<file path="src/rtl/loader_pkg.sv">
// Shared constants and state encodings for the UART boot loader.
package loader_pkg;

    localparam logic [7:0] SYNC_BYTE = 8'hA5;

    typedef enum logic [2:0] {
        ST_IDLE,
        ST_LEN0,
        ST_LEN1,
        ST_DATA,
        ST_CSUM,
        ST_DONE,
        ST_ERR
    } ld_state_e;

    typedef enum logic [1:0] {
        RX_IDLE,
        RX_START,
        RX_DATA,
        RX_STOP
    } rx_state_e;

endpackage

</file>
<file path="src/rtl/uart_rx.sv">
// 8N1 UART receiver: synchronized input, mid-bit sampling, one-cycle valid or
// framing-error pulse per byte.
module uart_rx
    import loader_pkg::*;
#(
    parameter int unsigned CLK_HZ = 100_000_000,
    parameter int unsigned BAUD   = 115200
) (
    input  logic       clk,
    input  logic       rst_n,
    input  logic       uart_rx,
    output logic       rx_valid,
    output logic [7:0] rx_data,
    output logic       rx_ferr
);

    localparam int unsigned DIV   = CLK_HZ / BAUD;
    localparam int unsigned CNT_W = $clog2(DIV + 1);
    localparam logic [CNT_W-1:0] LAST = CNT_W'(DIV - 1);
    localparam logic [CNT_W-1:0] HALF = CNT_W'(DIV / 2 - 1);

    rx_state_e        state_q;
    logic             sync1_q;
    logic             sync2_q;
    logic             prev_q;
    logic [CNT_W-1:0] cnt_q;
    logic [2:0]       bit_q;
    logic [7:0]       shift_q;
    logic             valid_q;
    logic             ferr_q;

    always_ff @(posedge clk) begin
        if (!rst_n) begin
            state_q <= RX_IDLE;
            sync1_q <= 1'b1;
            sync2_q <= 1'b1;
            prev_q  <= 1'b1;
            cnt_q   <= '0;
            bit_q   <= '0;
            shift_q <= '0;
            valid_q <= 1'b0;
            ferr_q  <= 1'b0;
        end else begin
            sync1_q <= uart_rx;
            sync2_q <= sync1_q;
            prev_q  <= sync2_q;
            valid_q <= 1'b0;
            ferr_q  <= 1'b0;
            case (state_q)
                RX_IDLE: begin
                    if (prev_q && !sync2_q) begin
                        state_q <= RX_START;
                        cnt_q   <= '0;
                    end
                end
                RX_START: begin
                    // A line that is high again at mid-start-bit was a glitch.
                    if (cnt_q == HALF) begin
                        cnt_q   <= '0;
                        bit_q   <= '0;
                        state_q <= sync2_q ? RX_IDLE : RX_DATA;
                    end else begin
                        cnt_q <= cnt_q + 1'b1;
                    end
                end
                RX_DATA: begin
                    if (cnt_q == LAST) begin
                        cnt_q   <= '0;
                        shift_q <= {sync2_q, shift_q[7:1]};
                        bit_q   <= bit_q + 1'b1;
                        if (bit_q == 3'd7) begin
                            state_q <= RX_STOP;
                        end
                    end else begin
                        cnt_q <= cnt_q + 1'b1;
                    end
                end
                RX_STOP: begin
                    if (cnt_q == LAST) begin
                        cnt_q   <= '0;
                        state_q <= RX_IDLE;
                        if (sync2_q) begin
                            valid_q <= 1'b1;
                        end else begin
                            ferr_q <= 1'b1;
                        end
                    end else begin
                        cnt_q <= cnt_q + 1'b1;
                    end
                end
                default: state_q <= RX_IDLE;
            endcase
        end
    end

    assign rx_valid = valid_q;
    assign rx_data  = shift_q;
    assign rx_ferr  = ferr_q;

endmodule

</file>
<file path="src/rtl/uart_imem_loader.sv">
// Boot loader: receives a framed, checksummed image over UART, writes it into
// BRAM port A and releases the core reset once the image is verified.
module uart_imem_loader
    import loader_pkg::*;
#(
    parameter int unsigned CLK_HZ    = 100_000_000,
    parameter int unsigned BAUD      = 115200,
    parameter int unsigned ADDR_W    = 13,
    parameter int unsigned MAX_WORDS = 8192
) (
    input  logic              clk,
    input  logic              rst_n,
    input  logic              uart_rx,
    output logic [3:0]        mem_we,
    output logic [ADDR_W-1:0] mem_addr,
    output logic [31:0]       mem_din,
    output logic              core_rst_n,
    output logic              busy,
    output logic              done,
    output logic              err
);

    logic       rx_valid;
    logic       rx_ferr;
    logic [7:0] rx_data;

    uart_rx #(
        .CLK_HZ(CLK_HZ),
        .BAUD  (BAUD)
    ) u_rx (
        .clk     (clk),
        .rst_n   (rst_n),
        .uart_rx (uart_rx),
        .rx_valid(rx_valid),
        .rx_data (rx_data),
        .rx_ferr (rx_ferr)
    );

    ld_state_e         state_q;
    logic [15:0]       len_q;
    logic [7:0]        csum_q;
    logic [1:0]        byte_idx_q;
    logic [3:0]        mem_we_q;
    logic [ADDR_W-1:0] mem_addr_q;
    logic [31:0]       mem_din_q;
    logic              core_rst_n_q;
    logic              done_q;
    logic              err_q;

    logic [15:0] len_d;
    logic [7:0]  csum_d;
    logic        word_last;
    logic        len_bad;
    logic        ferr_abort;

    assign len_d      = {rx_data, len_q[7:0]};
    assign csum_d     = csum_q + rx_data;
    assign word_last  = (32'(mem_addr_q) == (32'(len_q) - 32'd1));
    assign len_bad    = (len_d == 16'd0) || (32'(len_d) > MAX_WORDS);
    assign ferr_abort = rx_ferr && (state_q != ST_IDLE) && (state_q != ST_DONE);

    always_ff @(posedge clk) begin
        if (!rst_n) begin
            state_q      <= ST_IDLE;
            len_q        <= '0;
            csum_q       <= '0;
            byte_idx_q   <= '0;
            mem_we_q     <= '0;
            mem_addr_q   <= '0;
            mem_din_q    <= '0;
            core_rst_n_q <= 1'b0;
            done_q       <= 1'b0;
            err_q        <= 1'b0;
        end else begin
            mem_we_q <= '0;
            // Address advances the cycle after a write so it stays stable
            // during the strobe; the last word leaves DATA and keeps N-1.
            if (mem_we_q != '0 && state_q == ST_DATA) begin
                mem_addr_q <= mem_addr_q + 1'b1;
            end
            if (ferr_abort) begin
                state_q <= ST_ERR;
                err_q   <= 1'b1;
            end else begin
                case (state_q)
                    ST_IDLE: begin
                        if (rx_valid && rx_data == SYNC_BYTE) begin
                            state_q    <= ST_LEN0;
                            err_q      <= 1'b0;
                            csum_q     <= '0;
                            mem_addr_q <= '0;
                            byte_idx_q <= '0;
                        end
                    end
                    ST_LEN0: begin
                        if (rx_valid) begin
                            len_q[7:0] <= rx_data;
                            state_q    <= ST_LEN1;
                        end
                    end
                    ST_LEN1: begin
                        if (rx_valid) begin
                            len_q <= len_d;
                            if (len_bad) begin
                                state_q <= ST_ERR;
                                err_q   <= 1'b1;
                            end else begin
                                state_q <= ST_DATA;
                            end
                        end
                    end
                    ST_DATA: begin
                        if (rx_valid) begin
                            mem_din_q[{byte_idx_q, 3'b000} +: 8] <= rx_data;
                            csum_q     <= csum_d;
                            byte_idx_q <= byte_idx_q + 1'b1;
                            if (byte_idx_q == 2'd3) begin
                                mem_we_q <= 4'hF;
                                if (word_last) begin
                                    state_q <= ST_CSUM;
                                end
                            end
                        end
                    end
                    ST_CSUM: begin
                        if (rx_valid) begin
                            if (rx_data == csum_q) begin
                                state_q      <= ST_DONE;
                                done_q       <= 1'b1;
                                core_rst_n_q <= 1'b1;
                            end else begin
                                state_q <= ST_ERR;
                                err_q   <= 1'b1;
                            end
                        end
                    end
                    ST_DONE: state_q <= ST_DONE;
                    ST_ERR:  state_q <= ST_IDLE;
                    default: state_q <= ST_IDLE;
                endcase
            end
        end
    end

    assign mem_we     = mem_we_q;
    assign mem_addr   = mem_addr_q;
    assign mem_din    = mem_din_q;
    assign core_rst_n = core_rst_n_q;
    assign done       = done_q;
    assign err        = err_q;
    assign busy       = (state_q == ST_LEN0) || (state_q == ST_LEN1) ||
                        (state_q == ST_DATA) || (state_q == ST_CSUM);

endmodule

</file>
<file path="config.mk">
export PLATFORM = sky130hd
export DESIGN_NAME = uart_imem_loader
export DESIGN_NICKNAME = d
export VERILOG_FILES = /design/src/rtl/loader_pkg.sv /design/src/rtl/uart_rx.sv /design/src/rtl/uart_imem_loader.sv
export SDC_FILE = /design/constraint.sdc
export NUM_CORES = 1
export LEC_CHECK = 0
export ABC_CLOCK_PERIOD_IN_PS = 2500
export CORE_UTILIZATION = 41
export DETAILED_ROUTE_END_ITERATION = 7
export PLACE_DENSITY = 0.59
export SYNTH_ARGS = -nofsm -noshare
export SYNTH_HDL_FRONTEND = slang
export SYNTH_HIERARCHICAL = 1
export SYNTH_SLANG_ARGS = --single-unit
</file>
<file path="constraint.sdc">
create_clock -name clk -period 2.5 [get_ports clk]
set_input_delay 0.375 -clock clk [delete_from_list [all_inputs] [get_ports clk]]
set_output_delay 0.375 -clock clk [all_outputs]
set_load 0.1 [all_outputs]
</file>
# After elaboration in Yosys (flattened, before gate mapping)

Cells that the tools add are included.

Input bits: 3
Output and inout bits: 53
Bits in registers: 108

Bitwise gates (word level): 5
Equality and inequality tests: 37
Muxes and demuxes: 48
Order comparisons: 1
Add/subtract/negate cells: 7
Reduce and logical (&&, ||, !) cells: 33
Shift-type cells: 2

Operator list:

| cell                   | count |
|---|---|
| $mux 13                | 4 |
| $mux 3                 | 11 |
| $bwmux 32              | 1 |
| $eq 13x32->1           | 1 |
| $pmux 8 s2             | 2 |
| $shift 8x7->32 const A | 1 |
| $shiftx 8x7->32        | 1 |
| $mux 10                | 3 |
| $pmux 10 s3            | 1 |
| $mux 8                 | 3 |
| $ne 2x1->1 const B     | 10 |
| $mux 2                 | 9 |
| $pmux 3 s6             | 1 |
| $sub 16x1->17 const B  | 1 |
| $gt 16x14->1 const B   | 1 |
| $logic_not 16->1       | 1 |
| $ne 3x2->1 const B     | 5 |
| $ne 3x3->1 const B     | 5 |
| $reduce_and 7->1       | 2 |
| $add 13x1->13 const B  | 1 |
| $reduce_and 3->1       | 4 |
| $reduce_and 4->1       | 3 |
| $add 10x1->10 const B  | 1 |
| $eq 10x10->1 const B   | 1 |
| 33 further kinds       | 60 |

# Longest topological paths before layout

Gate-level depths: netlist of the first run.

Depth after elaboration: 7
Gate-level depth with buffers: 10
Mapped depth without buffers: 9

# Modules after synthesis

Netlist of the first run, hierarchy kept.

By module, submodules not included:

| module           | cells each | area an instance (um^2) | times used |
|---|---|---|---|
| uart_imem_loader | 527        | 4344.2                  | 1 |
| uart_rx          | 153        | 1408.9                  | 1 |

# Least setup slack after synthesis of the first run

OpenSTA, ideal clock, no wires.

Path type: reg-to-reg
From: register mem_addr_q[3], in the netlist mem_addr[3]
To: register state_q[0] (netlist name)
Cell stages (with the launch flop): 9
Period minus slack after synthesis: 2828 ps
Arrival: 2701 ps
Path slack: -328 ps
Path through: dfxtp_1 clkbuf_1 xnor2_1 xnor2_1 or3_2 a2111oi_0 nand4_1 o21ai_0 a22oi_1

RTL lines:

| item                     | line                   | text |
|---|---|---|
| start: declaration       | uart_imem_loader.sv:44 | `logic [ADDR_W-1:0] mem_addr_q;` |
| start signal: assignment | uart_imem_loader.sv:79 | `mem_addr_q <= mem_addr_q + 1'b1;` |

==> impl_metrics.toml, run 1 <==
[grt]
antenna_found_initial = 0
grt_pass1_wl_mm = 23.4
grt_max_degree = 42
track_usage_pct = 20.5
grt_pass1_vias = 4757
grt.overflow.total = 0

[floorplanning]
num_rows = 42
fp.dieH_um = 120
floorplan.die.width_um = 120
die_area_um2 = 14500
io_pins = 56
core_um2 = 13500
start_util_pct = 42.8

[cts]
cts_buffers = 9
holdBufCountCts = 0
clockBufferDepth = 2
cts_tree = "done"
cts.sinks = 105
h-tree-depth = 3
clk_pin_slew_ps = 70
clkLatencyLatePin_ps = 360
root_buffer = "clkbuf_16"

[worst_setup_path]
cp-start-kind = "flip-flop"
cp.arrival_ps = 2740
worstPathRequired_ps = 2800
critical_path.max_fanout = 2
cpPeakStageDelay_ps = 540
crit_start = "len_q[2]"
critical_path.cell_chain = "or4_4 -> or4b_4 -> mux2_4 -> o311ai_4 -> nand3_2 -> o21ai_2 -> a22o_1"
worst_path_max_delay_cell = "or4_4"
ff2ff_path_depth = 7
r2r_start = "len_q[2]"
cp-end-kind = "flip-flop"
crit_type = "flip-flop to flip-flop"
r2r_slack_ps = 60

[timing]
hold_viol_final = 0
layout_worst_path_cycle_share_pct = 97.5
setup_viol = 0
slew_headroom_pct = 64.7
period_minus_slack_ps = 2440
fmax_mhz = 410
maxSlewViolCount = 0
worstMarginPinSlew_ps = 529
rsz0062_at_grt = "true"
finalClockSkew_ps = 13.4

[power_and_ir_drop]
clock_power_share_pct = 44.4
swShare_pct = 23.0
pwr-share-comb_pct = 2.8
ir_drop_mv = 0.258
seqPwrFrac_pct = 52.8
p_int_w = 0.00246
leakage_nw = 2.66
p_per_area_nw_per_um2 = 466
power.switching_w = 0.000735

[routing]
viasPerCell = 5.37
num_vias = 5000
wirelength_mm = 14.2
wl_per_cell_um = 15.2
final_antenna_net_count = 0
wl_met2_mm = 6.86
dr.pass1.iters = 4
wl_met1_mm = 6.52
met3_wirelength_um = 395
drt_iter0_drc = 389
dr.max_layer_used = "met4"
drc = 0

[synthesis]
ys_types = 72
synthCells = 680
synthArstFlopShare_pct = 0
netlist_area_um2 = 5750
ys.flop_type = "dfxtp_1"
yosys.area_share.simple_pct = 28.1
yosysWarnings = 6
synth_compound_area_share_pct = 18.4
yosys_register_bits = 105
synth-seq-area-share_pct = 36.5
synth_xor_area_share_pct = 5.48
synth_top_family_by_area = "simple AND/OR/NAND/NOR gates"
syn-num-nets = 704
synth_enable_flop_cells = 0
avgSynthCellArea_um2 = 8.46
synthMuxAreaShare_pct = 2.17
synth_fa_ha_area_share_pct = 4.70

[min_path]
hold_class = "flip-flop to flip-flop"
hp-start = "u_rx/sync1_q"
hold_depth = 1

[status]
status = "completed"

[final_layout]
n_antenna_cell = 0
areaGrowthSynthToFinish_pct = 19.2
stdcell_area_um2 = 6860
n_fill_cell = 1325
drive_gt1_share_pct = 21.1
final_net_count = 774
fin_cells = 931

[placed_design]
gp_congestion = 0.832
dpl_cell_area_um2 = 6530
hpwlAfterDp_mm = 10.4
dpl.cell_count = 914
place.port_buffers = 55

[flow_run]
maxCapViolCount = 0
-- state kept, by name (all words and copies together), names as in the netlist, 2 cells and up, named ones only --
name          flops
mem_din          32
len_q            16
mem_addr         13
u_rx/cnt_q       10
csum_q            8
u_rx/rx_data      8
state_q           3
u_rx/bit_q        3
byte_idx_q        2
-- metrics by stage --
step           worst slack [ps]  power [W]  utilization, %  hold slack, ps  TNS (ps)
2_1_floorplan             -24.1    0.00179               -             386     -24.1
3_3_place_gp                104    0.00182            48.5             404         0
6_report                   63.4    0.00320            51.0             417         0
4_1_cts                    14.9    0.00324            50.7             422         0
3_5_place_dp               42.0    0.00182            48.5             401         0
5_1_grt                   -14.9    0.00332            51.0             459     -25.1
-- power by group through the flow --
stage               sequential, W  clock [W]  combinational (W)
finish                    0.00169    0.00142          0.0000905
global route              0.00169    0.00153           0.000100
CTS                       0.00169    0.00147          0.0000919
detailed placement        0.00173          0          0.0000916
global placement          0.00173          0          0.0000894
floorplan                 0.00172          0          0.0000696
-- cells in the final DEF, fill, tap and decap left out, drive strengths merged, types with 7 or more instances in the layout --
cell	netlist	layout
a31oi	9	9
and3	12	12
a21oi	22	22
xnor2	17	17
nor2b	17	17
nand3	59	59
and2	8	8
or3	7	7
buf	15	98
inv	17	19
mux2i	11	11
nand3b	7	7
nor3	18	18
nor4	10	10
nor3b	10	10
dfxtp	105	105
clkbuf	25	11
a21boi	56	56
ha	20	20
o21ai	23	23
nand2	101	101
xor2	19	19
nor2	28	28
-- synth_stat cells (4+ instances only) --
cell	n	area share (%)
a21boi_0	41	5.4
a21boi_1	7	0.91
a21boi_2	8	1.6
a21oi_1	22	1.9
a31oi_1	9	0.98
and2_1	8	0.87
and3_1	12	1.3
buf_2	6	0.52
buf_4	4	0.52
buf_6	4	0.78
clkbuf_1	25	1.6
dfxtp_1	105	37
ha_1	20	4.3
inv_1	17	1.1
mux2i_1	11	1.9
nand2_1	91	5.9
nand2_2	10	1.1
nand2b_1	6	0.65
nand3_1	58	5.0
nand3b_1	7	0.91
nand4_1	4	0.43
nor2_1	27	1.8
nor2b_1	17	1.8
nor3_1	18	1.6
nor3b_1	9	1.2
nor4_1	10	1.1
o21a_1	4	0.52
o21ai_0	22	1.9
o31ai_1	4	0.52
or3_1	6	0.65
xnor2_1	17	2.6
xor2_1	19	2.9
-- cell type report --
cell class,instances,area [um2],share of cell area [%]
flip-flops and latches,105,2110,30.7
clock buffers,11,253,3.68
well taps,176,220,3.21
multi-input cells,518,3420,49.8
clock inverters,5,45.0,0.657
repair buffers,99,756,11.0
inverters,17,63.8,0.930
-- critical path, delay by kind of cell (launching register included) --
family	cells	cell delay, ps
DFF	1	320
and+or+nand+nor	3	1170
muxes	1	320
AOI/OAI and AO/OA	3	570
-- layer usage --
| layer | vias up | GRT usage (%) |
|---|---|---|
| met5 | - | 0 |
| met4 | 0 | 9.65 |
| met3 | 24 | 3.11 |
| met2 | 78 | 33.7 |
| met1 | 2363 | 26.4 |
| li1 | 2535 | - |
-- cells by family (layout without fill, tap and decap cells) --
group                    after synthesis  in the layout
AND/OR/NAND/NOR                      303            303
AO/OA/AOI/OAI                        146            146
adder cells (fa/ha/maj)               21             21
XOR/XNOR                              36             36
flip-flops                           105            105
multiplexers                          12             12
buffers and inverters                 57            132
-- repair_timing --
item                                    in CTS  in global routing
setup buffers                                0                  1
gates resized for setup                      0                  7
endpoints found under the setup margin       0                  3
-- path summary, 6_finish.rpt --
kind                        to
setup reg to reg    state_q[2]
hold reg to reg   u_rx/sync2_q
hold / removal    u_rx/sync2_q
setup / recovery    state_q[2]
No activity file was read; power rests on OpenSTA's default activity.
==> run 2, diff against run 1 <==
Settings changed: ABC_CLOCK_PERIOD_IN_PS 2500 to unset, TNS_END_PERCENT set to 20.
==> impl_metrics.toml, run 2 (synthesized netlist as in run 1, its figures left out) <==
[placed_design]
hpwlAfterDp_mm = 10.6
dp_slack_ps = -41.2
gp_congestion = 0.841
dpl.cell_count = 912
dpl_cell_area_um2 = 6530
place.port_buffers = 55

[routing]
wl_per_cell_um = 15.7
wirelength_mm = 14.5
num_vias = 5061
viasPerCell = 5.45
drt_iter0_drc = 367
drc = 0
dr.pass1.iters = 5
final_antenna_net_count = 0

[timing]
hold_viol_final = 0
worstMarginPinSlew_ps = 578
rsz0062_at_grt = "true"
layout_worst_path_cycle_share_pct = 97.4
period_minus_slack_ps = 2440
finalClockSkew_ps = 10.4
maxSlewViolCount = 0
fmax_mhz = 411
setup_viol = 0
fin_hold_ws_ps = 421
slew_headroom_pct = 61.4
finalWorstSetupSlack_ps = 64.5

[cts]
cts.sinks = 105
h-tree-depth = 3
root_buffer = "clkbuf_16"
postCtsSetupBuffers = 0
clkLatencyLatePin_ps = 360
cts_tree = "done"
clk_pin_slew_ps = 80
cts_buffers = 9
holdBufCountCts = 0
clockBufferDepth = 2

[final_layout]
largest_reg_flops = 32
fin_util_pct = 51.1
n_fill_cell = 1303
stdcell_area_um2 = 6870
n_antenna_cell = 0
drive_gt1_share_pct = 21.0
areaGrowthSynthToFinish_pct = 19.5
fin_cells = 928
final_common_cell = "dfxtp_1"
final_net_count = 771
layout_common_cells = "dfxtp_1, buf_4, nand2_1, nand3_1, a21boi_0"

[min_path]
hold_depth = 1
hp-start = "u_rx/sync1_q"
hold_class = "flip-flop to flip-flop"
holdPathEnd = "u_rx/sync2_q"

[floorplanning]
start_util_pct = 42.8
floorplan.die.width_um = 120
die_area_um2 = 14500
fp.dieH_um = 120
core_um2 = 13500
num_rows = 42
io_pins = 56

[grt]
grt_max_degree = 55
grt_pass1_wl_mm = 23.7
track_usage_pct = 20.7
grt_pass1_vias = 4746
grt.overflow.total = 0
antenna_found_initial = 0

[worst_setup_path]
worstPathRequired_ps = 2800
cp.arrival_ps = 2740
r2r_slack_ps = 60
critical_path.cell_chain = "or4_4 -> or4b_4 -> mux2_4 -> o311ai_4 -> nand3_2 -> o21ai_2 -> a22o_1"
cpPeakStageDelay_ps = 540
path_buf_inv = 0
r2r_start = "len_q[2]"
crit_family = "simple AND/OR/NAND/NOR gates"
critical_path.max_fanout = 3
cp-start-kind = "flip-flop"
ff2ff_path_depth = 7
cp-end-kind = "flip-flop"
reg2reg_to = "state_q[2]"
worst_path_max_delay_cell = "or4_4"
crit_type = "flip-flop to flip-flop"

[power_and_ir_drop]
leakage_nw = 2.66
ir_drop_mv = 0.472
p_per_area_nw_per_um2 = 475

[flow_run]
maxCapViolCount = 0

[status]
status = "completed"
## run 2: changes by cell type in the layout (fill, tap and decap cells not counted), moves of 2 or more
cell and change:
buf_4 -4, clkbuf_8 -2, clkinv_4 -2, dfxtp_1 +2
dfxtp_2 -2
## run 2: worst max path at each step
stage	from	end	slack, ps	depth (start not counted)
detailed placement	len_q[0]	state_q[0]	-40	9
global placement	len_q[0]	state_q[0]	60	9
CTS	len_q[0]	state_q[0]	10	8
finish	len_q[2]	state_q[2]	60	7
floorplan	mem_addr[2]	state_q[0]	-60	6
global route	len_q[2]	state_q[1]	-50	7
## run 2: repair_timing
action                                  4_1_cts  5_1_grt
cloned                                        0        0
gates resized for setup                       1        9
pin swaps                                     1        1
endpoints found under the setup margin        3        3
## run 2: cell type report
| type | count | area, um2 | area share [%] |
|---|---|---|---|
| multi-input cells | 518 | 3430 | 49.8 |
| flip-flops and latches | 105 | 2100 | 30.6 |
| repair buffers | 96 | 746 | 10.9 |
| clock buffers | 9 | 225 | 3.28 |
| well taps | 176 | 220 | 3.20 |
| clock inverters | 7 | 87.6 | 1.27 |
| inverters | 17 | 63.8 | 0.928 |
## run 2: power by group
group          leakage (nW)  switching [W]  internal (W)
logic                  1.66      0.0000505     0.0000356
clock network         0.151       0.000691      0.000798
registers             0.847     0.00000983       0.00168
total                  2.66       0.000751       0.00251
## run 2: worst reg2reg max path: cells and delay by family, from the launching register on
| kind | cells | cell delay, ps |
|---|---|---|
| compound gates | 3 | 580 |
| flops | 1 | 320 |
| simple gates | 3 | 1180 |
| mux | 1 | 330 |
## run 2: per-layer routing
| layer | vias up | global-route usage (%) | routed length, um |
|---|---|---|---|
| met4 | 0 | 5.40 | 161 |
| met2 | 81 | 35.4 | 7140 |
| met5 | - | 0 | 0 |
| li1 | 2520 | - | - |
| met3 | 11 | 4.43 | 495 |
| met1 | 2449 | 26.3 | 6740 |
## run 2: per-stage QoR
stage          power (W)  setup TNS (ps)
4_1_cts          0.00332               0
5_1_grt          0.00339            -119
2_1_floorplan    0.00179           -85.8
3_3_place_gp     0.00181               0
3_5_place_dp     0.00181            -102
6_report         0.00326               0
